[config.mk]
export PLATFORM = sky130hd
export DESIGN_NAME = ext_bus_ctrl
export DESIGN_NICKNAME = d
export VERILOG_FILES = /design/src/rtl/ext_bus_ctrl.sv
export SDC_FILE = /design/constraint.sdc
export NUM_CORES = 1
export LEC_CHECK = 0
export ABC_AREA = 1
export CAP_MARGIN = 20
export CORE_MARGIN = 1.5
export CORE_UTILIZATION = 47
export DETAILED_ROUTE_END_ITERATION = 10
export PLACE_DENSITY = 0.78
export SKIP_LAST_GASP = 1
export SLEW_MARGIN = 20
export SYNTH_ARGS = -nofsm -noshare
export SYNTH_HDL_FRONTEND = slang
export SYNTH_SLANG_ARGS = --single-unit
[constraint.sdc]
create_clock -name xtal2 -period 1.5 [get_ports xtal2]
set_clock_uncertainty 0.1 [all_clocks]
set_input_delay 0.375 -clock xtal2 [delete_from_list [all_inputs] [get_ports xtal2]]
set_output_delay 0.375 -clock xtal2 [all_outputs]
set_load 0.005 [all_outputs]
[src/rtl/ext_bus_ctrl.sv]
// External-bus sequencer for the t8051 core. It arbitrates between the fetch
// and MOVX requesters, then runs one multiplexed P0/P2 bus cycle at a time:
// ADDR (ALE high), LATCH, STROBE (PSEN_n/RD_n/WR_n low), HOLD (ack).
module ext_bus_ctrl #(
  parameter int ALE_CYC = 2,
  parameter int STB_CYC = 3
) (
  input  logic        xtal2,
  input  logic        rst,
  input  logic        fetch_req,
  input  logic [15:0] fetch_addr,
  output logic        fetch_ack,
  output logic [7:0]  fetch_data,
  input  logic        data_req,
  input  logic        data_we,
  input  logic        data_wide,
  input  logic [15:0] data_addr,
  input  logic [7:0]  data_wdata,
  output logic        data_ack,
  output logic [7:0]  data_rdata,
  output logic        busy,
  input  logic [7:0]  p0_in,
  output logic [7:0]  p0_out,
  output logic        p0_oe,
  output logic [7:0]  p2_out,
  output logic        p2_oe,
  output logic        ale_o,
  output logic        psen_n,
  output logic        rd_n,
  output logic        wr_n
);

  localparam int CNT_MAX = (ALE_CYC > STB_CYC) ? ALE_CYC : STB_CYC;
  localparam int CW      = $clog2(CNT_MAX) + 1;
  localparam logic [CW-1:0] ALE_LD = CW'(ALE_CYC - 1);
  localparam logic [CW-1:0] STB_LD = CW'(STB_CYC - 1);

  typedef enum logic [2:0] {S_IDLE, S_ADDR, S_LATCH, S_STROBE, S_HOLD} state_t;

  state_t        state;
  logic [CW-1:0] cnt;

  // One-deep pending slots with their sampled fields.
  logic        f_pend;
  logic [15:0] f_addr_q;
  logic        d_pend, d_we_q, d_wide_q;
  logic [15:0] d_addr_q;
  logic [7:0]  d_wdata_q;

  // Access in service.
  logic        cur_data, cur_we;
  logic [7:0]  cur_wdata;

  // Tie-break pointer: 1 means data wins the next simultaneous request.
  logic        prio_data;

  logic        f_new, d_new, f_cand, d_cand, start, pick_data, tie;
  logic [15:0] sel_addr;
  logic        sel_we, sel_p2;
  logic [7:0]  sel_wdata;

  // Request acceptance, arbitration and the fields of the winning request.
  always_comb begin
    // NOTE: every always_comb output gets a default first so no path leaves it
    // unassigned, which would otherwise infer a latch.
    f_new     = fetch_req && !f_pend && !((state != S_IDLE) && !cur_data);
    d_new     = data_req  && !d_pend && !((state != S_IDLE) &&  cur_data);
    f_cand    = f_pend || f_new;
    d_cand    = d_pend || d_new;
    tie       = f_cand && d_cand;
    start     = ((state == S_IDLE) || (state == S_HOLD)) && (f_cand || d_cand);
    pick_data = d_cand && (!f_cand || prio_data);
    sel_addr  = f_pend ? f_addr_q : fetch_addr;
    sel_we    = 1'b0;
    sel_p2    = 1'b1;
    sel_wdata = 8'h00;
    if (pick_data) begin
      sel_addr  = d_pend ? d_addr_q  : data_addr;
      sel_we    = d_pend ? d_we_q    : data_we;
      sel_p2    = d_pend ? d_wide_q  : data_wide;
      sel_wdata = d_pend ? d_wdata_q : data_wdata;
    end
  end

  // Sequencer FSM with registered bus outputs and read-data capture.
  always_ff @(posedge xtal2) begin
    if (rst) begin
      state      <= S_IDLE;
      cnt        <= '0;
      f_pend     <= 1'b0;
      f_addr_q   <= '0;
      d_pend     <= 1'b0;
      d_we_q     <= 1'b0;
      d_wide_q   <= 1'b0;
      d_addr_q   <= '0;
      d_wdata_q  <= '0;
      cur_data   <= 1'b0;
      cur_we     <= 1'b0;
      cur_wdata  <= '0;
      prio_data  <= 1'b0;
      fetch_ack  <= 1'b0;
      fetch_data <= '0;
      data_ack   <= 1'b0;
      data_rdata <= '0;
      busy       <= 1'b0;
      p0_out     <= '0;
      p0_oe      <= 1'b0;
      p2_out     <= '0;
      p2_oe      <= 1'b0;
      ale_o      <= 1'b0;
      psen_n     <= 1'b1;
      rd_n       <= 1'b1;
      wr_n       <= 1'b1;
    end else begin
      // NOTE: sequential state uses non-blocking assignments, so a later
      // assignment in this block overrides an earlier one for the same edge.
      fetch_ack <= 1'b0;
      data_ack  <= 1'b0;

      if (f_new) begin
        f_pend   <= 1'b1;
        f_addr_q <= fetch_addr;
      end
      if (d_new) begin
        d_pend    <= 1'b1;
        d_we_q    <= data_we;
        d_wide_q  <= data_wide;
        d_addr_q  <= data_addr;
        d_wdata_q <= data_wdata;
      end

      if (start) begin
        if (pick_data) d_pend <= 1'b0;
        else           f_pend <= 1'b0;
        // The pointer only moves on a real tie, so the loser of one tie wins
        // the next one.
        if (tie) prio_data <= !pick_data;
        cur_data  <= pick_data;
        cur_we    <= sel_we;
        cur_wdata <= sel_wdata;
        state     <= S_ADDR;
        cnt       <= ALE_LD;
        busy      <= 1'b1;
        ale_o     <= 1'b1;
        psen_n    <= 1'b1;
        rd_n      <= 1'b1;
        wr_n      <= 1'b1;
        p0_oe     <= 1'b1;
        p0_out    <= sel_addr[7:0];
        p2_oe     <= sel_p2;
        p2_out    <= sel_addr[15:8];
      end else begin
        case (state)
          S_ADDR: begin
            if (cnt == '0) begin
              state <= S_LATCH;
              cnt   <= '0;
              ale_o <= 1'b0;
            end else begin
              cnt <= cnt - 1'b1;
            end
          end
          S_LATCH: begin
            state <= S_STROBE;
            cnt   <= STB_LD;
            if (!cur_data) begin
              psen_n <= 1'b0;
              p0_oe  <= 1'b0;
            end else if (cur_we) begin
              wr_n   <= 1'b0;
              p0_out <= cur_wdata;
            end else begin
              rd_n  <= 1'b0;
              p0_oe <= 1'b0;
            end
          end
          S_STROBE: begin
            if (cnt == '0) begin
              state  <= S_HOLD;
              cnt    <= '0;
              psen_n <= 1'b1;
              rd_n   <= 1'b1;
              wr_n   <= 1'b1;
              if (!cur_data) begin
                fetch_data <= p0_in;
                fetch_ack  <= 1'b1;
              end else begin
                data_ack <= 1'b1;
                if (!cur_we) data_rdata <= p0_in;
              end
            end else begin
              cnt <= cnt - 1'b1;
            end
          end
          S_HOLD: begin
            state <= S_IDLE;
            cnt   <= '0;
            busy  <= 1'b0;
            p0_oe <= 1'b0;
            p2_oe <= 1'b0;
          end
          default: state <= S_IDLE;
        endcase
      end
    end
  end

endmodule

# == Word-level counts from Yosys, hierarchy flattened ==
# Index checks and enable logic that the tools add are counted.
# op_classes
order_cmp,0
mux,46
mul,0
n_eq_ne,13
n_shift,0
bitwise_logic,5
addsub,1
n_reduce_logical,48
n_div,0
# op_table
cell,n
$mux W16,3
$mux W8,6
$mux W1,28
$pmux W3 S3,2
$reduce_bool A2 Y1,7
$ne A2 B2 Y1 const B,6
$reduce_and A4 Y1,3
$reduce_and A2 Y1,5
$logic_and A1 B1 Y1,9
$mux W3,3
$reduce_bool A3 Y1,3
$pmux W1 S2,4
$logic_not A1 Y1,7
$eq A3 B2 Y1 const B,2
$logic_not A3 Y1,2
$ne A3 B3 Y1 const B,2
$reduce_and A3 Y1,2
$logic_or A1 B1 Y1,5
$not A1 Y1,5
$reduce_and A5 Y1,1
$ne A4 B4 Y1 const B,1
$reduce_bool A4 Y1,1
$reduce_or A2 Y1,2
$reduce_or A4 Y1,1
3 further kinds,3
# totals
output_inout_bits,41
latch_bits,0
mem_count,0
ff_bits,102
word_cells,141
ram_bits,0
mem_bits_ro,0
in_bits,54

# == Longest topological paths before layout ==
# logic_depth
depth_word,10
mapped_depth,12
depth_no_buf,10

# == Worst setup path after synthesis ==
# Ideal clock, no wire load.
# synth_path
kind,input to register
startpoint,in rst
endpoint,reg p2_out[0]
setup_ps,113
stages,7
setup_slack_ps,-104
n_path_buf,2
t_arrival_ps,1391
cell_sequence,clkbuf_1 clkinv_1 nand2_1 inv_1 buf_4 nand2_1 nand2_1
# synth_rtl
element,line,text
from (decl),9,"input logic rst,"
to (signal assigned),151,p2_out <= sel_addr[15:8];
to (decl),25,"output logic [7:0] p2_out,"

# == Worst setup path after layout ==
# layout_path
startpoint,reg state[0]
endpoint,reg p0_out[2]
# layout_via
elab_chain_len,10
elab_cells_between_ends,24
# layout_lines
element,line,text
from (decl),40,state_t state;
from (signal assigned),88,state <= S_IDLE;
from (signal assigned),141,state <= S_ADDR;
from (signal assigned),156,state <= S_LATCH;
$reduce_bool A3 Y1,"66, 67",
$logic_and A1 B1 Y1,66,f_new = fetch_req && !f_pend && !((state != S_IDLE) && !cur_data);
$logic_not A1 Y1,66,
$logic_and A1 B1 Y1,66,
$logic_or A1 B1 Y1,68,f_cand = f_pend || f_new;
$logic_not A1 Y1,72,pick_data = d_cand && (!f_cand || prio_data);
$logic_or A1 B1 Y1,72,
$logic_and A1 B1 Y1,72,
$mux W16,77,if (pick_data) begin
$mux W8,132,if (start) begin
to (signal assigned),149,p0_out <= sel_addr[7:0];
to (signal assigned),171,p0_out <= cur_wdata;
to (decl),23,"output logic [7:0] p0_out,"
# Several ways; a longest one is shown, not always the timed one.
# A chain may end at the register's enable or synchronous reset.

==> metrics <==
max-cap check violation count 0; main combinational cell family by area after synthesis simple AND/OR/NAND/NOR gates; CTS Sinks 102; post-synthesis mux area share 0.0354; post-layout minimum cycle time 1.85 ns; TritonCTS Buffers 9; Non-Filler Instances 965; GRT overflow 0; Final nets 881; Critical Path Sink p0_out[2]$_SDFFE_PP0P_; Top-Level Pins 95; worst reg2reg startpoint state[0]$_SDFFE_PP0P_; CTS tree done; Chip Width 104 um; final instance area around 7300 um^2; antenna viol nets, final 0; DR vias 5408; outcome finished with violations; Crit path arrival time 2.04 ns; antenna violations before repair 0; Rel. slew slack 0.729; Hold WC Path Type reg2reg; DRC 0; Core Area 9860 um^2; Synth Register Bits between 100 and 150; Cell variety after synth 30; Worst setup EP type flip-flop; hold_ws 0.356 ns; synth warn 0; vias per std cell 5.60; final worst slack -0.347 ns; diode count 0; initial core utilization 0.487; Hold-fix buffers, CTS 0; GRT Util Overall 0.277; Worst Path Max Fanout 8; simple-gate share of the synthesized area 0.311; IO Port Bufs 94; Post-Syn Area per Cell slightly above 7 um^2; First DRT Iteration DRCs 394; sequential area share after synthesis 0.425; RSZ-0062 raised after global routing yes; Slew @ Worst Pin 0.395 ns; top_reg_cell synth dfxtp_1; Synth Area in Compound Gates 0.122; Worst Setup Start Kind flip-flop; gpl congestion 0.921; drt first pass iters 5; largest net degree at the start of global routing 30; Clock transition at path regs about 0.1 ns; Max clock buf depth 2; area share of fa/ha/maj cells after synthesis 0; hold_sp p2_out[1]$_SDFFE_PP0P_; chip height 104 um; Root Driver clkbuf_8; R2R setup slack -0.35 ns; Synth Area in XOR/XNOR 0; R2R depth 12; Req. time, crit path 1.69 ns; share of flip-flops with an asynchronous set or reset 0; DRT Wirelength between 15000 and 20000 um; first-pass GRT wire length 24300 um; Synth Cell Area between 4000 and 5000 um^2; fmax 542 MHz; largest area contributor in the netlist dfxtp_1; fin crit share 1.23; static leakage 3.29 nW; Yosys top cell area share 0.425; H-tree depth 3; cell area power density 2120 nW/um^2; FP Rows 36; CP Class reg2reg; syn nets around 730; layout cells sized above 1 0.319; placed cell areas about 6200 um^2; final slew viol count 0; Final TNS setup -9.70 ns; VDD IR max 0.983 mV; Synth area leaders dfxtp_1 42%, nand2_1 11%, nor2_1 7.6%; failing checks negative setup slack; reg2reg end p0_out[2]$_SDFFE_PP0P_; worst setup path startpoint state[0]$_SDFFE_PP0P_; Worst-Skew Late Latency 0.37 ns; final setup vio count 63; final hold vios 0; Die ar. 10800 um^2; P&R area growth vs syn 52.3%; Syn Inst Count 675; EDFF count, synth 0; HPWL Detailed 9420 um; vias in the first global route 5022; DR WL/cell 17.6 um; placed insts 918
==> repair_timing <==
action / 4_1_cts / 5_1_grt
setup buffers: 21 / 11
gates cloned: 7 / 2
resized for setup: 167 / 89
setup endpoints to repair: 123 / 102
pin swaps: 44 / 30
==> state kept, by name, indices dropped and copies added, names as in the netlist, 3 cells and up <==
signal / flops
d_addr_q: 16
p0_out: 8
data_rdata: 8
cur_wdata: 8
state: 3
f_addr_q: 16
d_wdata_q: 8
p2_out: 8
cnt: 3
fetch_data: 8
==> layer usage <==
metal	wire length [um]	vias to the layer above	part of all wire	global-route usage
met5	0	-	0	0
met4	1040	0	0.062	0.130
met3	1370	96	0.081	0.0445
met2	8180	348	0.48	0.487
met1	6360	2491	0.38	0.331
li1	-	2473	-	-
==> stage by stage <==
step | worst slack [ns] | util | total power [mW]
CTS | -0.196 | 0.718 | 14.3
detailed placement | -0.551 | 0.630 | 10.5
global route | -0.423 | 0.742 | 16.2
floorplan | -0.00363 | - | 7.78
global placement | -0.478 | 0.630 | 10.2
finish | -0.347 | 0.742 | 15.5
==> critical path, cell delays in order, from the launching register on <==
cell and delay, ns:
dfxtp_4 0.37, nor2_4 0.14, nand2_4 0.08, nand2_4 0.10, a21oi_4 0.06, nand2_2 0.10
nand2_4 0.10, buf_8 0.16, buf_12 0.12, buf_12 0.13, nand3_2 0.05, nand2_1 0.07
a21oi_1 0.18
==> how the worst min path moves through the flow <==
stage                        endpoint  cells past startpoint
3_5_place_dp   p2_out[0]$_SDFFE_PP0P_                      2
2_1_floorplan     d_we_q$_SDFFE_PP0P_                      2
4_1_cts        p2_out[1]$_SDFFE_PP0P_                      2
6_report       p2_out[1]$_SDFFE_PP0P_                      2
3_3_place_gp   p2_out[2]$_SDFFE_PP0P_                      2
5_1_grt        p2_out[2]$_SDFFE_PP0P_                      2
==> cell usage in the layout (no fill, tap or decap), types with 17 or more instances in the layout <==
master,instances
nand3_2,24
nor2_1,84
nand3_1,17
nand4_1,24
nand2_1,114
buf_4,46
o21ai_1,18
o21ai_0,39
a21oi_1,19
dfxtp_1,68
clkdlybuf4s50_1,51
a21oi_2,18
dlygate4sd2_1,42
inv_1,68
dfxtp_2,32
nand2_2,24
==> synth_stat cells, types with 3 or more instances <==
| cell | count |
|---|---|
| a21oi_1 | 30 |
| a21oi_2 | 9 |
| buf_2 | 13 |
| buf_4 | 4 |
| buf_6 | 5 |
| clkbuf_1 | 13 |
| clkinv_1 | 3 |
| dfxtp_1 | 102 |
| inv_1 | 75 |
| inv_2 | 3 |
| mux2i_1 | 17 |
| nand2_1 | 145 |
| nand2_2 | 4 |
| nand2_4 | 4 |
| nand3_1 | 36 |
| nand3_2 | 8 |
| nand4_1 | 24 |
| nor2_1 | 97 |
| nor2_4 | 5 |
| o21ai_0 | 58 |
| o21ai_1 | 8 |
==> power by group <==
part	internal, mW	total (mW)	switching (mW)
sequential	3.51	4.04	0.531
combinational	4.43	9.65	5.22
clock	0.829	1.80	0.975
total	8.77	15.5	6.72
==> cell type report <==
cell class,instances,area [um^2]
multi-input cells,456,2720
fillers,649,2540
flip-flops and latches,102,2090
repair buffers,177,1820
inverters,81,324
well taps,133,166
clock buffers,12,145
clock inverters,4,56.3
==> kinds of logic after synthesis <==
logic type,count (synthesis)
and+or+nand+nor,329
buffers and inverters,118
AOI/OAI and AO/OA,109
DFF,102
muxes,17
Power figures use the tool's default switching activity.
